==> src/rtl/ld_stream_unit_if.sv <==
// Bus bundle for ld_stream_unit: descriptor request channels, memory read port
// and the tagged output stream. The DUT takes the slave view, the environment the master view.
interface ld_stream_unit_if #(
    parameter int NUM_CH       = 4,
    parameter int WIDTH_ADDR   = 8,
    parameter int WIDTH_LENGTH = 8,
    parameter int WIDTH_DATA   = 32
);
    localparam int WIDTH_CH = (NUM_CH > 1) ? $clog2(NUM_CH) : 1;

    logic [NUM_CH-1:0]              I_Req_Valid;
    logic [NUM_CH-1:0]              O_Req_Ready;
    logic [2*NUM_CH-1:0]            I_Req_Mode;
    logic [WIDTH_ADDR*NUM_CH-1:0]   I_Req_Base;
    logic [WIDTH_ADDR*NUM_CH-1:0]   I_Req_Stride;
    logic [WIDTH_LENGTH*NUM_CH-1:0] I_Req_Length;

    logic                           O_Req;
    logic [1:0]                     O_AccessMode;
    logic [WIDTH_ADDR-1:0]          O_Address;
    logic                           I_Ld_Valid;
    logic [WIDTH_DATA-1:0]          I_Ld_Data;

    logic                           O_Valid;
    logic [WIDTH_DATA-1:0]          O_Data;
    logic [WIDTH_CH-1:0]            O_Ch;
    logic                           O_Last;
    logic                           I_Nack;

    modport slave (
        input  I_Req_Valid, I_Req_Mode, I_Req_Base, I_Req_Stride, I_Req_Length,
        input  I_Ld_Valid, I_Ld_Data, I_Nack,
        output O_Req_Ready, O_Req, O_AccessMode, O_Address,
        output O_Valid, O_Data, O_Ch, O_Last
    );

    modport master (
        output I_Req_Valid, I_Req_Mode, I_Req_Base, I_Req_Stride, I_Req_Length,
        output I_Ld_Valid, I_Ld_Data, I_Nack,
        input  O_Req_Ready, O_Req, O_AccessMode, O_Address,
        input  O_Valid, O_Data, O_Ch, O_Last
    );
endinterface

==> src/rtl/ld_stream_unit.sv <==
// Multi-channel strided load unit: round-robin descriptor intake into a ring queue,
// a sequencing engine issuing reads or synthesising values, and a 2-entry output skid.
module ld_stream_unit #(
    parameter int NUM_CH       = 4,
    parameter int WIDTH_ADDR   = 8,
    parameter int WIDTH_LENGTH = 8,
    parameter int WIDTH_DATA   = 32,
    parameter int DEPTH_DESC   = 4
) (
    input  logic                  clock,
    input  logic                  reset,
    input  logic                  I_Boot,
    input  logic [WIDTH_DATA-1:0] I_Shared_Data,
    ld_stream_unit_if.slave       bus,
    output logic                  O_End_Load,
    output logic                  O_Busy,
    output logic                  O_Full,
    output logic                  O_Empty
);
    localparam int WIDTH_CH  = (NUM_CH > 1) ? $clog2(NUM_CH) : 1;
    localparam int WIDTH_PTR = $clog2(DEPTH_DESC);

    typedef enum logic [2:0] {ST_IDLE, ST_LOAD, ST_GEN, ST_DRAIN, ST_DONE} state_t;

    logic [1:0]              w_ch_mode   [NUM_CH];
    logic [WIDTH_ADDR-1:0]   w_ch_base   [NUM_CH];
    logic [WIDTH_ADDR-1:0]   w_ch_stride [NUM_CH];
    logic [WIDTH_LENGTH-1:0] w_ch_len    [NUM_CH];

    for (genvar gi = 0; gi < NUM_CH; gi++) begin : g_ch
        assign w_ch_mode[gi]   = bus.I_Req_Mode[gi*2 +: 2];
        assign w_ch_base[gi]   = bus.I_Req_Base[gi*WIDTH_ADDR +: WIDTH_ADDR];
        assign w_ch_stride[gi] = bus.I_Req_Stride[gi*WIDTH_ADDR +: WIDTH_ADDR];
        assign w_ch_len[gi]    = bus.I_Req_Length[gi*WIDTH_LENGTH +: WIDTH_LENGTH];
    end

    logic                r_boot;
    logic [WIDTH_CH-1:0] r_rr;
    logic [WIDTH_CH-1:0] w_gidx, w_idx;
    logic                w_found, w_push, w_full, w_empty;
    logic [NUM_CH-1:0]   w_grant;

    // First requesting channel at or after the round-robin pointer.
    always_comb begin
        w_found = 1'b0;
        w_gidx  = '0;
        w_idx   = '0;
        for (int k = 0; k < NUM_CH; k++) begin
            w_idx = WIDTH_CH'((int'(r_rr) + k) % NUM_CH);
            if (!w_found && bus.I_Req_Valid[w_idx]) begin
                w_found = 1'b1;
                w_gidx  = w_idx;
            end
        end
    end

    assign w_push = r_boot & ~w_full & w_found;

    always_comb begin
        w_grant = '0;
        if (w_push) w_grant[w_gidx] = 1'b1;
    end

    // Descriptor ring: extra pointer bit distinguishes full from empty.
    logic [1:0]              r_q_mode   [DEPTH_DESC];
    logic [WIDTH_ADDR-1:0]   r_q_base   [DEPTH_DESC];
    logic [WIDTH_ADDR-1:0]   r_q_stride [DEPTH_DESC];
    logic [WIDTH_LENGTH-1:0] r_q_len    [DEPTH_DESC];
    logic [WIDTH_CH-1:0]     r_q_ch     [DEPTH_DESC];
    logic [WIDTH_PTR:0]      r_wr_ptr, r_rd_ptr;

    assign w_empty = (r_wr_ptr == r_rd_ptr);
    assign w_full  = (r_wr_ptr[WIDTH_PTR] != r_rd_ptr[WIDTH_PTR]) &&
                     (r_wr_ptr[WIDTH_PTR-1:0] == r_rd_ptr[WIDTH_PTR-1:0]);

    always_ff @(posedge clock) begin
        if (w_push) begin
            r_q_mode[r_wr_ptr[WIDTH_PTR-1:0]]   <= w_ch_mode[w_gidx];
            r_q_base[r_wr_ptr[WIDTH_PTR-1:0]]   <= w_ch_base[w_gidx];
            r_q_stride[r_wr_ptr[WIDTH_PTR-1:0]] <= w_ch_stride[w_gidx];
            r_q_len[r_wr_ptr[WIDTH_PTR-1:0]]    <= w_ch_len[w_gidx];
            r_q_ch[r_wr_ptr[WIDTH_PTR-1:0]]     <= w_gidx;
        end
    end

    state_t                  r_state, w_state_next;
    logic [WIDTH_ADDR-1:0]   r_addr, r_stride;
    logic [WIDTH_LENGTH-1:0] r_cnt;
    logic [1:0]              r_mode, r_out, r_sk_cnt;
    logic [WIDTH_CH-1:0]     r_ch;
    logic                    r_pend_last, r_end;
    logic                    w_pop, w_issue, w_gen_push, w_ld_take, w_credit_ok;
    logic                    w_sk_valid, w_sk_pop, w_sk_push, w_sk_room, w_sk_lin;
    logic [WIDTH_DATA-1:0]   w_sk_din;
    logic [WIDTH_DATA-1:0]   r_sk_data [2];
    logic [WIDTH_CH-1:0]     r_sk_ch   [2];
    logic                    r_sk_last [2];
    logic                    r_sk_wp, r_sk_rp;

    wire [1:0]              w_hd_mode = r_q_mode[r_rd_ptr[WIDTH_PTR-1:0]];
    wire [WIDTH_LENGTH-1:0] w_hd_len  = r_q_len[r_rd_ptr[WIDTH_PTR-1:0]];

    assign w_sk_valid = (r_sk_cnt != 2'd0);
    assign w_sk_pop   = w_sk_valid & ~bus.I_Nack;
    assign w_sk_room  = (r_sk_cnt != 2'd2) | w_sk_pop;
    assign w_ld_take  = bus.I_Ld_Valid & (r_out != 2'd0);
    // In-flight reads plus buffered elements never exceed two; a pop this cycle frees a slot.
    assign w_credit_ok = (3'(r_out) + 3'(r_sk_cnt)) < (3'd2 + 3'(w_sk_pop));

    always_ff @(posedge clock) begin
        if (reset) r_state <= ST_IDLE;
        else       r_state <= w_state_next;
    end

    always_comb begin
        w_state_next = r_state;
        w_pop        = 1'b0;
        w_issue      = 1'b0;
        w_gen_push   = 1'b0;
        case (r_state)
            ST_IDLE: if (!w_empty) begin
                w_pop = 1'b1;
                if (w_hd_len == '0)                             w_state_next = ST_DONE;
                else if (w_hd_mode == 2'b01 || w_hd_mode == 2'b10) w_state_next = ST_GEN;
                else                                            w_state_next = ST_LOAD;
            end
            ST_LOAD: if (r_cnt != '0 && w_credit_ok) begin
                w_issue = 1'b1;
                if (r_cnt == WIDTH_LENGTH'(1)) w_state_next = ST_DRAIN;
            end
            ST_GEN: if (w_sk_room) begin
                w_gen_push = 1'b1;
                if (r_cnt == WIDTH_LENGTH'(1)) w_state_next = ST_DRAIN;
            end
            ST_DRAIN: if (w_sk_pop && r_sk_last[r_sk_rp]) w_state_next = ST_IDLE;
            ST_DONE:  w_state_next = ST_IDLE;
            default:  w_state_next = ST_IDLE;
        endcase
    end

    always_ff @(posedge clock) begin
        if (reset) begin
            r_boot      <= 1'b0;
            r_rr        <= '0;
            r_wr_ptr    <= '0;
            r_rd_ptr    <= '0;
            r_addr      <= '0;
            r_stride    <= '0;
            r_cnt       <= '0;
            r_mode      <= '0;
            r_ch        <= '0;
            r_pend_last <= 1'b0;
            r_out       <= '0;
            r_end       <= 1'b0;
        end else begin
            r_boot <= r_boot | I_Boot;
            if (w_push) begin
                r_wr_ptr <= r_wr_ptr + (WIDTH_PTR+1)'(1);
                r_rr     <= (w_gidx == WIDTH_CH'(NUM_CH-1)) ? '0 : w_gidx + WIDTH_CH'(1);
            end
            if (w_pop) begin
                r_rd_ptr <= r_rd_ptr + (WIDTH_PTR+1)'(1);
                r_addr   <= r_q_base[r_rd_ptr[WIDTH_PTR-1:0]];
                r_stride <= r_q_stride[r_rd_ptr[WIDTH_PTR-1:0]];
                r_cnt    <= w_hd_len;
                r_mode   <= w_hd_mode;
                r_ch     <= r_q_ch[r_rd_ptr[WIDTH_PTR-1:0]];
            end else if (w_issue) begin
                r_addr      <= r_addr + r_stride;
                r_cnt       <= r_cnt - WIDTH_LENGTH'(1);
                r_pend_last <= (r_cnt == WIDTH_LENGTH'(1));
            end else if (w_gen_push) begin
                r_cnt <= r_cnt - WIDTH_LENGTH'(1);
            end
            r_out <= r_out + 2'(w_issue) - 2'(w_ld_take);
            r_end <= w_sk_pop & r_sk_last[r_sk_rp];
        end
    end

    // Only one source feeds the skid at a time: reads never overlap generation.
    assign w_sk_push = w_ld_take | w_gen_push;
    assign w_sk_din  = w_gen_push ? ((r_mode == 2'b01) ? I_Shared_Data : '0) : bus.I_Ld_Data;
    assign w_sk_lin  = w_gen_push ? (r_cnt == WIDTH_LENGTH'(1)) : r_pend_last;

    always_ff @(posedge clock) begin
        if (reset) begin
            r_sk_wp  <= 1'b0;
            r_sk_rp  <= 1'b0;
            r_sk_cnt <= '0;
        end else begin
            if (w_sk_push) begin
                r_sk_data[r_sk_wp] <= w_sk_din;
                r_sk_ch[r_sk_wp]   <= r_ch;
                r_sk_last[r_sk_wp] <= w_sk_lin;
                r_sk_wp            <= ~r_sk_wp;
            end
            if (w_sk_pop) r_sk_rp <= ~r_sk_rp;
            r_sk_cnt <= r_sk_cnt + 2'(w_sk_push) - 2'(w_sk_pop);
        end
    end

    assign bus.O_Req_Ready  = w_grant;
    assign bus.O_Req        = w_issue;
    assign bus.O_AccessMode = w_issue ? 2'b01 : 2'b00;
    assign bus.O_Address    = r_addr;
    assign bus.O_Valid      = w_sk_valid;
    assign bus.O_Data       = w_sk_valid ? r_sk_data[r_sk_rp] : '0;
    assign bus.O_Ch         = w_sk_valid ? r_sk_ch[r_sk_rp] : '0;
    assign bus.O_Last       = w_sk_valid & r_sk_last[r_sk_rp];

    assign O_End_Load = r_end | (r_state == ST_DONE);
    assign O_Busy     = ~w_empty | (r_state != ST_IDLE) | w_sk_valid;
    assign O_Full     = w_full;
    assign O_Empty    = w_empty;
endmodule

==> src/flat_wrapper.sv <==
// flat-port wrapper written by rule: the top's interface ports become plain ports
module ld_stream_unit_flat 
#(
    parameter int NUM_CH       = 4,
    parameter int WIDTH_ADDR   = 8,
    parameter int WIDTH_LENGTH = 8,
    parameter int WIDTH_DATA   = 32,
    parameter int DEPTH_DESC   = 4
)
  (clock, reset, I_Boot, I_Shared_Data, O_End_Load, O_Busy, O_Full, O_Empty, bus_I_Req_Valid, bus_I_Req_Mode, bus_I_Req_Base, bus_I_Req_Stride, bus_I_Req_Length, bus_I_Ld_Valid, bus_I_Ld_Data, bus_I_Nack, bus_O_Req_Ready, bus_O_Req, bus_O_AccessMode, bus_O_Address, bus_O_Valid, bus_O_Data, bus_O_Ch, bus_O_Last);
  ld_stream_unit_if #(.NUM_CH(NUM_CH), .WIDTH_ADDR(WIDTH_ADDR), .WIDTH_LENGTH(WIDTH_LENGTH), .WIDTH_DATA(WIDTH_DATA)) bus_i ();
  input  logic clock;
  input  logic reset;
  input  logic I_Boot;
  input  logic [WIDTH_DATA-1:0] I_Shared_Data;
  output logic O_End_Load;
  output logic O_Busy;
  output logic O_Full;
  output logic O_Empty;
  input wire logic [$bits(bus_i.I_Req_Valid)-1:0] bus_I_Req_Valid;
  input wire logic [$bits(bus_i.I_Req_Mode)-1:0] bus_I_Req_Mode;
  input wire logic [$bits(bus_i.I_Req_Base)-1:0] bus_I_Req_Base;
  input wire logic [$bits(bus_i.I_Req_Stride)-1:0] bus_I_Req_Stride;
  input wire logic [$bits(bus_i.I_Req_Length)-1:0] bus_I_Req_Length;
  input wire logic [$bits(bus_i.I_Ld_Valid)-1:0] bus_I_Ld_Valid;
  input wire logic [$bits(bus_i.I_Ld_Data)-1:0] bus_I_Ld_Data;
  input wire logic [$bits(bus_i.I_Nack)-1:0] bus_I_Nack;
  output wire logic [$bits(bus_i.O_Req_Ready)-1:0] bus_O_Req_Ready;
  output wire logic [$bits(bus_i.O_Req)-1:0] bus_O_Req;
  output wire logic [$bits(bus_i.O_AccessMode)-1:0] bus_O_AccessMode;
  output wire logic [$bits(bus_i.O_Address)-1:0] bus_O_Address;
  output wire logic [$bits(bus_i.O_Valid)-1:0] bus_O_Valid;
  output wire logic [$bits(bus_i.O_Data)-1:0] bus_O_Data;
  output wire logic [$bits(bus_i.O_Ch)-1:0] bus_O_Ch;
  output wire logic [$bits(bus_i.O_Last)-1:0] bus_O_Last;
  assign bus_i.I_Req_Valid = bus_I_Req_Valid;
  assign bus_i.I_Req_Mode = bus_I_Req_Mode;
  assign bus_i.I_Req_Base = bus_I_Req_Base;
  assign bus_i.I_Req_Stride = bus_I_Req_Stride;
  assign bus_i.I_Req_Length = bus_I_Req_Length;
  assign bus_i.I_Ld_Valid = bus_I_Ld_Valid;
  assign bus_i.I_Ld_Data = bus_I_Ld_Data;
  assign bus_i.I_Nack = bus_I_Nack;
  assign bus_O_Req_Ready = bus_i.O_Req_Ready;
  assign bus_O_Req = bus_i.O_Req;
  assign bus_O_AccessMode = bus_i.O_AccessMode;
  assign bus_O_Address = bus_i.O_Address;
  assign bus_O_Valid = bus_i.O_Valid;
  assign bus_O_Data = bus_i.O_Data;
  assign bus_O_Ch = bus_i.O_Ch;
  assign bus_O_Last = bus_i.O_Last;
  ld_stream_unit #(.NUM_CH(NUM_CH), .WIDTH_ADDR(WIDTH_ADDR), .WIDTH_LENGTH(WIDTH_LENGTH), .WIDTH_DATA(WIDTH_DATA), .DEPTH_DESC(DEPTH_DESC)) u_core (.clock(clock), .reset(reset), .I_Boot(I_Boot), .I_Shared_Data(I_Shared_Data), .bus(bus_i), .O_End_Load(O_End_Load), .O_Busy(O_Busy), .O_Full(O_Full), .O_Empty(O_Empty));
endmodule
==> config.mk <==
export PLATFORM = sky130hd
export DESIGN_NAME = ld_stream_unit_flat
export DESIGN_NICKNAME = d
export VERILOG_FILES = /design/src/rtl/ld_stream_unit_if.sv /design/src/rtl/ld_stream_unit.sv /design/src/flat_wrapper.sv
export SDC_FILE = /design/constraint.sdc
export NUM_CORES = 1
export LEC_CHECK = 0
export CAP_MARGIN = 20
export CORE_MARGIN = 4
export CORE_UTILIZATION = 48
export CTS_BUF_LIST = sky130_fd_sc_hd__clkbuf_2
export CTS_CLUSTER_SIZE = 20
export DETAILED_ROUTE_END_ITERATION = 10
export GPL_ROUTABILITY_DRIVEN = 1
export PLACE_DENSITY_LB_ADDON = 0.1
export SLEW_MARGIN = 15
export SYNTH_ARGS = -nofsm -noshare
export SYNTH_HDL_FRONTEND = slang
export SYNTH_SLANG_ARGS = --single-unit
==> constraint.sdc <==
create_clock -name clock -period 4.7 [get_ports clock]
set_clock_uncertainty 0.2 [all_clocks]
set_input_delay 1.175 -clock clock [delete_from_list [all_inputs] [get_ports clock]]
set_output_delay 1.175 -clock clock [all_outputs]
set_load 0.005 [all_outputs]
After elaboration in Yosys (flattened, before gate mapping). Memories as Yosys holds them, arrays and structs flattened. A register that Yosys moved wholly into a read port is not among the register bits. Index checks and enable logic that the tools add are counted.

Flip-flop bits (word level): 38. RAM bits: 182. Input port bits: 177. Word-level logic and storage cells: 175. Output and inout port bits: 55. Bits in read-only memories: 0. Memories kept: 8. Bits in latches: 0.

Bitwise logic cells: 19. Multiply operators: 0. $lt $le $gt $ge: 8. Equality and inequality tests: 17. Muxes and demuxes: 74. Shift-type cells: 0. Reductions and logical operators: 21. Div/mod/pow operators: 0. Add/sub/neg operators: 14.

Memory list: u_core.r_sk_data (words 2, width 32, read ports 1, clocked after memory_dff 1, write ports 1, line ld_stream_unit.sv:95) `logic [WIDTH_DATA-1:0] r_sk_data [2];`; u_core.r_q_base (words 4, width 8, read ports 1, clocked after memory_dff 1, write ports 1, line ld_stream_unit.sv:66) `logic [WIDTH_ADDR-1:0] r_q_base [DEPTH_DESC];`; u_core.r_q_len (words 4, width 8, read ports 1, clocked after memory_dff 1, write ports 1, line ld_stream_unit.sv:68) `logic [WIDTH_LENGTH-1:0] r_q_len [DEPTH_DESC];`; u_core.r_q_stride (words 4, width 8, read ports 1, clocked after memory_dff 1, write ports 1, line ld_stream_unit.sv:67) `logic [WIDTH_ADDR-1:0] r_q_stride [DEPTH_DESC];`; u_core.r_q_ch (words 4, width 2, read ports 1, clocked after memory_dff 1, write ports 1, line ld_stream_unit.sv:69) `logic [WIDTH_CH-1:0] r_q_ch [DEPTH_DESC];`; u_core.r_q_mode (words 4, width 2, read ports 1, clocked after memory_dff 1, write ports 1, line ld_stream_unit.sv:65) `logic [1:0] r_q_mode [DEPTH_DESC];`; +2 memories.

Operators by type and width (count): two-way mux 32 bit (3); two-way mux 8 bit (11); binary-select mux 8 bit (select 2 bit) (3); two-way mux 2 bit (15); two-way mux 1 bit (28); two-way mux 3 bit (6); less-than comparator 2 x 3 -> 1 bit, second input constant (5); one-hot mux 3 bit (4 select lines) (1); adder 8 bit (1); binary-select mux 1 bit (select 2 bit) (4); equality test 8 x 1 -> 1 bit, second input constant (1); zero test 8 bit (1); nonzero test 8 bit (1); subtractor 8 x 1 -> 8 bit, second input constant (1); logical AND 1 bit (7); adder 3 x 1 -> 3 bit, second input constant (2); bitwise AND 1 bit (6); equality test 3 x 2 -> 1 bit, second input constant (2); inequality test 2 x 1 -> 1 bit, second input constant (3); inverter 1 bit (6); OR 1 bit (6); nonzero test 2 bit (3); nonzero test 3 bit (2); adder 2 x 1 -> 2 bit (2); 25 further kinds (33).

Depth between registers and ports, before layout. Gate-level depths: netlist of run 1.

Depth after elaboration: 17. Depth in mapped cells: 12.

Worst setup path before layout of run 1. No wires, ideal clock.

Kind: input -> register. From: input bus_I_Nack. To: memory u_core.r_sk_ch[1][0] (netlist name) (enable). Data required time: 4.022 ns. Cell stages on the path: 5. Setup time: 0.478 ns. Arrival: 4.264 ns. Slack: -0.242 ns. Cells stage by stage: nand3b_1 > and3_1 > buf_2 > nor2_1 > nor3b_1.

Longest elaborated chain between the ends: 9.

RTL lines: start: declaration (line flat_wrapper.sv:27) `input wire logic [$bits(bus_i.I_Nack)-1:0] bus_I_Nack;`; inverter 1 bit (line ld_stream_unit.sv:104) `assign w_sk_pop = w_sk_valid & ~bus.I_Nack;`; bitwise AND 1 bit (line ld_stream_unit.sv:104); OR 1 bit (line ld_stream_unit.sv:105) `assign w_sk_room = (r_sk_cnt != 2'd2) | w_sk_pop;`; two-way mux 1 bit (line ld_stream_unit.sv:131) `ST_GEN: if (w_sk_room) begin`; two-way mux 1 bit (line ld_stream_unit.sv:120) `case (r_state)`; OR 1 bit (line ld_stream_unit.sv:181) `assign w_sk_push = w_ld_take | w_gen_push;`; two-way mux 1 bit (line ld_stream_unit.sv:191) `if (w_sk_push) begin`; two-way mux 1 bit (line ld_stream_unit.sv:186) `if (reset) begin`; two-way mux 1 bit (not written as such) (line ld_stream_unit.sv:193) `r_sk_ch[r_sk_wp] <= r_ch;`; end: declaration (line ld_stream_unit.sv:96) `logic [WIDTH_CH-1:0] r_sk_ch [2];`.

No other way between the ends.

Worst setup path in the final report of run 1.
From: input bus_I_Req_Valid[0]. To: output bus_O_Req_Ready[1].

Longest elaborated chain between the ends: 17. Elaborated cells on any way between the ends: 29. Those cells by class: order compare (2); mux (19); bitwise (1); reduce/logical (7).

RTL lines: start: declaration (line flat_wrapper.sv:20) `input wire logic [$bits(bus_i.I_Req_Valid)-1:0] bus_I_Req_Valid;`; binary-select mux 1 bit (select 2 bit) (line ld_stream_unit.sv:50) `if (!w_found && bus.I_Req_Valid[w_idx]) begin`; two-way mux 1 bit (not written as such) (line ld_stream_unit.sv:50); two-way mux 1 bit (line ld_stream_unit.sv:50); zero test 1 bit (line ld_stream_unit.sv:50); logical AND 1 bit (line ld_stream_unit.sv:50); two-way mux 1 bit (line ld_stream_unit.sv:50); zero test 1 bit (line ld_stream_unit.sv:50); logical AND 1 bit (line ld_stream_unit.sv:50); two-way mux 1 bit (line ld_stream_unit.sv:50); zero test 1 bit (line ld_stream_unit.sv:50); logical AND 1 bit (line ld_stream_unit.sv:50); two-way mux 2 bit (line ld_stream_unit.sv:50); less-than comparator 2 x 3 -> 1 bit (not written as such) or greater-or-equal comparator 2 x 1 -> 1 bit (tied branches) (line ld_stream_unit.sv:61) `if (w_push) w_grant[w_gidx] = 1'b1;`; logical AND 1 bit (not written as such) (line ld_stream_unit.sv:61); two-way mux 1 bit (not written as such) (line ld_stream_unit.sv:61); demux 1 bit (select 2 bit); two-way mux 4 bit (*) (line ld_stream_unit.sv:61); end: declaration (line flat_wrapper.sv:28) `output wire logic [$bits(bus_i.O_Req_Ready)-1:0] bus_O_Req_Ready;`.

Mark *: on every way between the ends. The rest lies on a longest branch, timed or not. The select of a mux whose other input is x is not followed.

==> flow_summary.json, run 1 <==
{
  "run_status": "complete, no violations",
  "synth_area_per_cell_um2": 11.7,
  "post-route-min-period_ns": 4.57,
  "regToRegSetupSlack_ns": 1.67,
  "slowest_stage": "clkdlybuf4s50_1",
  "worstHoldEndpoint": "u_core.r_mode[0]",
  "synth.largest_area_cell": "edfxtp_1",
  "cts_hold_buffers": 0,
  "critical_path_class": "in2out",
  "worst_hold_path_type": "reg2reg",
  "wirelength_per_cell_um": 16.4,
  "dp_hpwl_mm": 17.2,
  "fin_crit_sh_pct": 97.2,
  "hp-start": "u_core.r_mode[0]",
  "cellLeakagePower_nw": 5.22,
  "final_layout_size_suffix_gt1_share_pct": 13.0,
  "groute.usage.overall_pct": 19.4,
  "synthesis.nets": 1127,
  "synthCells": 925,
  "area_growth_pct": 28.8,
  "cts_tree": "yes",
  "drt_iter0_markers": 414,
  "floorplan.core_area_um2": 22000,
  "cp_data_arrival_time_ns": 3.19,
  "critical_path_peak_fanout": 9,
  "layout.nets": 1384,
  "grt_overflow": 0,
  "placed_cells": 1403,
  "max-cap-violations": 0,
  "grt_pass1_wl_mm": 38.6,
  "endpoint_kind": "output pin",
  "clock_pin_slew_on_the_worst_setup_and_hold_paths_ns": 0.09,
  "final_cell_count_no_fill": 1509,
  "fin_tns_setup_ns": 0,
  "slowest_delay_ns": 0.53,
  "post_synth_num_cell_types": 56,
  "startpoint_type": "input pin",
  "numPortBuffers": 230,
  "seq_area_frac_synth_pct": 59.9,
  "cts_made_buffers": 56,
  "route.antenna.remaining_nets": 0,
  "synth_flop_cell": "edfxtp_1",
  "initial_core_util_pct": 49.2,
  "ys_ff_latch": 233,
  "path_cells": "clkdlybuf4s50_1 > nor2b_1 > nor2_1 > o22a_2 > inv_2 > ha_1 > and2_1 > clkdlybuf4s50_1",
  "relSlewSlack_pct": 42.9,
  "viasPerCell": 5.18,
  "synth_enable_flop_cells": 182,
  "clock_tree.buffer_depth": 3,
  "initial_antenna_violation_count": 1,
  "most-common-layout-cells": "228 x clkdlybuf4s50_1, 208 x nand2_1, 182 x edfxtp_1",
  "number_of_endpoints_with_negative_hold_slack_in_the_final_report": 0,
  "regToRegEndpoint": "u_core.r_state[1]",
  "nFillCells": 1816,
  "async_reset_ff_share_pct": 0,
  "setup_repair_after_global_routing_missed_its_margin": "no",
  "final_common_cell": "clkdlybuf4s50_1",
  "fp.dieArea_um2": 25000,
  "via_count": 7822,
  "die_span_y_um": 158,
  "die_w_um": 158,
  "ioPinCount": 232,
  "detail_route.first_pass.iterations": 5,
  "vdd_drop_max_uv": 235,
  "netlist_area_pre_place_um2": 10800,
  "achievable-frequency_ghz": 0.219,
  "synth_top_cells_by_area": "edfxtp_1 50%, dfxtp_1 9.4%, nand2_1 7.2%",
  "setup.worst_path.start": "bus_I_Req_Valid[0]",
  "worstMarginPinSlew_ns": 0.856,
  "grt_max_degree": 47,
  "powerDensity_nw_per_um2": 483,
  "finalSetupViolations": 0,
  "rows": 54,
  "gp_congestion": 0.804,
  "postRouteWirelength_mm": 24.8,
  "drt_drc_violations_left": 0,
  "worst_r2r_path_depth": 7,
  "clock_sink_count": 233,
  "clock_root_buffer_master": "clkbuf_2",
  "timing.final.max_slew_violations": 0,
  "worst_skew_pair.late_latency_ns": 0.81,
  "htree_num_levels": 2,
  "timing.critical_path.required_ns": 3.32,
  "synth.top_cell.area_share_pct": 50.5,
  "vias_in_the_first_global_route": 7801,
  "critical_path.most_common_cell": "clkdlybuf4s50_1",
  "timing.hold.worst_path_depth": 2,
  "yosysWarnings": 0
}
metal layers:
layer  wire, um  vias up  track usage (%)
met2      11400      285             32.1
met4        417        0             5.77
met1      10900     3628             25.0
li1           -     3878                -
met5          0        -                0
met3       2040       31             5.41
flip-flops by register name, summed over array words and instances, names as in the netlist, 2 cells and up, named ones only:
register,flops
u_core.r_ch,2
u_core.r_q_len,32
u_core.r_q_mode,8
u_core.r_cnt,8
u_core.r_stride,8
u_core.r_mode,2
u_core.r_q_base,32
u_core.r_sk_cnt,2
u_core.r_sk_ch,4
u_core.r_sk_data,64
u_core.bus.O_Address,8
u_core.r_q_stride,32
u_core.r_out,2
u_core.r_q_ch,8
u_core.r_sk_last,2
u_core.r_rd_ptr,3
u_core.r_state,3
u_core.r_wr_ptr,3
u_core.r_rr,2
cells by family (layout without fill, tap and decap cells):
kind of cell	after synthesis	after routing	synth area share (%)
flip-flops	233	233	59.9
other	1	2	0.0346
adder cells (fa/ha/maj)	25	25	3.03
buffers and inverters	81	384	3.44
XOR/XNOR	23	23	1.86
multiplexers	68	68	9.71
AO/OA/AOI/OAI	94	94	5.70
AND/OR/NAND/NOR	400	400	16.3
cell type report:
class	count	area (um2)	area share, %
clock inverters	24	105	0.753
well taps	280	350	2.51
clock buffers	80	400	2.87
multi-input cells	611	4010	28.7
diodes	1	2.50	0.0179
repair buffers	258	2510	18.0
inverters	22	85.1	0.610
flip-flops and latches	233	6490	46.5
worst max-delay path, delay by kind of cell:
kind | cells | cell delay (ns)
AOI/OAI and AO/OA | 1 | 0.25
adders and majority gates | 1 | 0.17
buffers and inverters | 3 | 1.19
and+or+nand+nor | 3 | 0.42
metrics by stage:
stage	util [%]	hold WS, ns	power [mW]	instance area [um2]	setup slack (ns)
floorplan	-	0.225	4.58	10800	0.792
global placement	61.0	0.231	5.53	13400	0.163
detailed placement	61.0	0.243	5.57	13400	0.108
CTS	63.3	0.257	6.84	13900	0.0900
global route	63.3	0.290	7.25	13900	0.0114
finish	63.3	0.255	6.74	13900	0.131
report_power, final:
group	internal, mW	switching, mW
combinational	1.26	1.39
sequential	2.61	0.228
clock	0.467	0.772
worst max path at each step:
stage,cells past startpoint,endpoint,slack [ns]
after detailed placement,9,bus_O_Req_Ready[2],0.11
after floorplan,7,bus_O_Req_Ready[2],0.79
final,8,bus_O_Req_Ready[1],0.13
after CTS,9,bus_O_Req_Ready[2],0.09
after global routing,7,bus_O_AccessMode[0],0.01
after global placement,9,bus_O_Req_Ready[2],0.16
synthesized netlist by cell type, drive strengths merged (3+ instances only):
library cell	number
xnor2	17
a211oi	12
nor2	76
nand2	208
edfxtp	182
nand3	38
or3	3
dfxtp	51
a31oi	27
and2	8
and3	28
mux4	28
o41ai	3
xor2	6
ha	23
nor2b	10
inv	22
o211ai	3
buf	22
a21oi	26
o21ai	6
nor3b	3
clkbuf	37
nor4	5
mux2i	39
a21o	4
nor3	12
repair_timing:
item	in CTS	in global routing
endpoints found under the hold margin	0	0
resized for setup	0	2
buffers inserted	0	1
endpoints found under the setup margin	0	3
Note: power is estimated with default switching activity, not from simulation.
==> run 2, diff against run 1 <==
--- a/config.mk
+++ b/config.mk
@@ -11,8 +11,8 @@
 export CTS_BUF_LIST = sky130_fd_sc_hd__clkbuf_2
 export CTS_CLUSTER_SIZE = 20
 export DETAILED_ROUTE_END_ITERATION = 10
-export GPL_ROUTABILITY_DRIVEN = 1
-export PLACE_DENSITY_LB_ADDON = 0.1
+export GPL_ROUTABILITY_DRIVEN = 0
+export PLACE_DENSITY_LB_ADDON = 0.2
 export SLEW_MARGIN = 15
 export SYNTH_ARGS = -nofsm -noshare
 export SYNTH_HDL_FRONTEND = slang
==> flow_summary.json, run 2 (synthesis gave the netlist of run 1 again) <==
{
  "critical_path.most_common_cell": "clkdlybuf4s50_1",
  "most-common-layout-cells": "229 x clkdlybuf4s50_1, 208 x nand2_1, 182 x edfxtp_1",
  "p_int_mw": 4.48,
  "cp_data_arrival_time_ns": 3.16,
  "fin_crit_sh_pct": 96.5,
  "drt_drc_violations_left": 0,
  "path_cells": "clkdlybuf4s50_1 > nor2b_1 > a21oi_1 > o22ai_1 > a21oi_2 > inv_2 > ha_1 > and2_1 > clkdlybuf4s50_1",
  "final_common_cell": "clkdlybuf4s50_1",
  "endpoint_kind": "output pin",
  "detail_route.first_pass.iterations": 4,
  "preCtsSetupSlack_ns": 0.160,
  "worst_skew_pair.late_latency_ns": 0.81,
  "rr_startpoint": "u_core.r_sk_cnt[0]",
  "numPortBuffers": 230,
  "placed_area_um2": 13400,
  "cellLeakagePower_nw": 5.23,
  "cts_hold_buffers": 0,
  "worst_r2r_path_depth": 12,
  "cts_made_buffers": 55,
  "grt_max_degree": 53,
  "fin_tns_setup_ns": 0,
  "clock_sink_count": 233,
  "worst_hold_path_type": "reg2reg",
  "worstMarginPinSlew_ns": 0.999,
  "route.antenna.remaining_nets": 0,
  "vdd_drop_max_uv": 219,
  "largest_register_ff_count": 64,
  "power.switching_mw": 2.39,
  "post-route-min-period_ns": 4.53,
  "drt_iter0_markers": 356,
  "achievable-frequency_ghz": 0.221,
  "run_status": "complete, no violations",
  "postRouteWirelength_mm": 24.4,
  "die_w_um": 158,
  "power.combinational.fraction_pct": 38.7,
  "max-cap-violations": 0,
  "die_span_y_um": 158,
  "area_growth_pct": 29.0,
  "startpoint_type": "input pin",
  "setup_slack_ns": 0.167,
  "initial_antenna_violation_count": 1,
  "clock_tree.buffer_depth": 3,
  "wirelength_per_cell_um": 16.2,
  "grt_pass1_wl_mm": 37.7,
  "regToRegEndpoint": "u_core.r_out[1]",
  "ioPinCount": 232,
  "critical_path_peak_fanout": 5,
  "rows": 54,
  "vias_in_the_first_global_route": 7619,
  "clock_root_buffer_master": "clkbuf_2",
  "timing.final.max_slew_violations": 0,
  "layout.nets": 1380,
  "cts_tree": "yes",
  "slowest_stage": "clkdlybuf4s50_1",
  "power.share.sequential_pct": 41.4,
  "share_clk_of_total_power_pct": 19.9,
  "groute.usage.overall_pct": 18.9,
  "setup_repair_after_global_routing_missed_its_margin": "no",
  "finalSetupViolations": 0,
  "slowest_delay_ns": 0.46,
  "relSlewSlack_pct": 33.4,
  "grt_overflow": 0,
  "fp.dieArea_um2": 25000,
  "post_cts_setup_driven_buffer_insertion_count": 0,
  "total_power_mw": 6.86,
  "htree_num_levels": 2,
  "cts_repair_resize_count": 0,
  "initial_core_util_pct": 49.2,
  "via_count": 7791,
  "final_layout_size_suffix_gt1_share_pct": 13.3,
  "floorplan.core_area_um2": 22000,
  "met2_global_route_usage_pct": 31.5,
  "dp_hpwl_mm": 17.2,
  "powerDensity_nw_per_um2": 491,
  "number_of_endpoints_with_negative_hold_slack_in_the_final_report": 0,
  "regToRegSetupSlack_ns": 1.75,
  "worstHoldEndpoint": "u_core.r_mode[0]",
  "top_register": "u_core.r_sk_data",
  "hp-start": "u_core.r_mode[0]",
  "grt.met1_usage_pct": 24.2,
  "switching_share_pct": 34.8,
  "clock_pin_slew_on_the_worst_setup_and_hold_paths_ns": 0.09,
  "top_usage_layer": "met2",
  "timing.hold.worst_path_depth": 2,
  "timing.critical_path.required_ns": 3.32,
  "viasPerCell": 5.18,
  "finish.instance_area_um2": 14000,
  "global_route.usage.met3_pct": 5.55,
  "critical_path_class": "in2out"
}
-- run 2: changes by cell type in the layout (fill, tap and decap cells not counted), sizes merged --
cell and change:
clkbuf +7, clkdlybuf4s50 +1, dlymetal6s2s -1, clkinv -9, bufinv +2, buf -3, clkinvlp -1
-- run 2: worst max-delay path, delay by kind of cell --
family,cells,cell delay [ns]
adder cells (fa/ha/maj),1,0.21
buffers and inverters,3,0.98
AO/OA/AOI/OAI,3,0.46
AND/OR/NAND/NOR,2,0.31
-- run 2: power groups by stage --
| stage | clock network (mW) | registers [mW] | logic [mW] |
|---|---|---|---|
| detailed placement | 0 | 2.90 | 2.67 |
| CTS | 1.42 | 2.85 | 2.68 |
| global route | 1.52 | 2.89 | 2.92 |
| floorplan | 0 | 2.78 | 1.81 |
| finish | 1.37 | 2.84 | 2.65 |
| global placement | 0 | 2.88 | 2.63 |
-- run 2: worst max path at each step --
stage | from | end | slack, ns
final | bus_I_Req_Valid[0] | bus_O_Req_Ready[2] | 0.17
after CTS | bus_I_Req_Valid[0] | bus_O_Req_Ready[2] | 0.15
after global placement | bus_I_Req_Valid[0] | bus_O_Req_Ready[2] | 0.24
after global routing | u_core.r_sk_cnt[0] | bus_O_Req | 0.03
after detailed placement | bus_I_Req_Valid[0] | bus_O_Req_Ready[2] | 0.16
after floorplan | bus_I_Req_Valid[0] | bus_O_Req_Ready[2] | 0.79
-- run 2: metal layers --
| layer | up-vias | part of all wire, % |
|---|---|---|
| met2 | 272 | 47 |
| met5 | - | 0 |
| met1 | 3623 | 43 |
| li1 | 3870 | - |
| met4 | 0 | 1.4 |
| met3 | 26 | 8.5 |
-- run 2: per-stage QoR --
step | hold slack [ns] | util [%] | instances
4_1_cts | 0.259 | 63.4 | 1504
5_1_grt | 0.273 | 63.4 | 1505
3_5_place_dp | 0.239 | 60.9 | 1401
2_1_floorplan | 0.225 | - | 925
6_report | 0.258 | 63.4 | 1505
3_3_place_gp | 0.235 | 60.9 | 1401
-- run 2: final cells by class --
class                           count  area (um2)
Antenna cell                        1        2.50
Clock inverter                     16         121
Multi-Input combinational cell    611        4010
Tap cell                          280         350
Clock buffer                       87         435
Fill cell                        1818        8050
Inverter                           22        82.6
Timing Repair Buffer              255        2480
Sequential cell                   233        6490
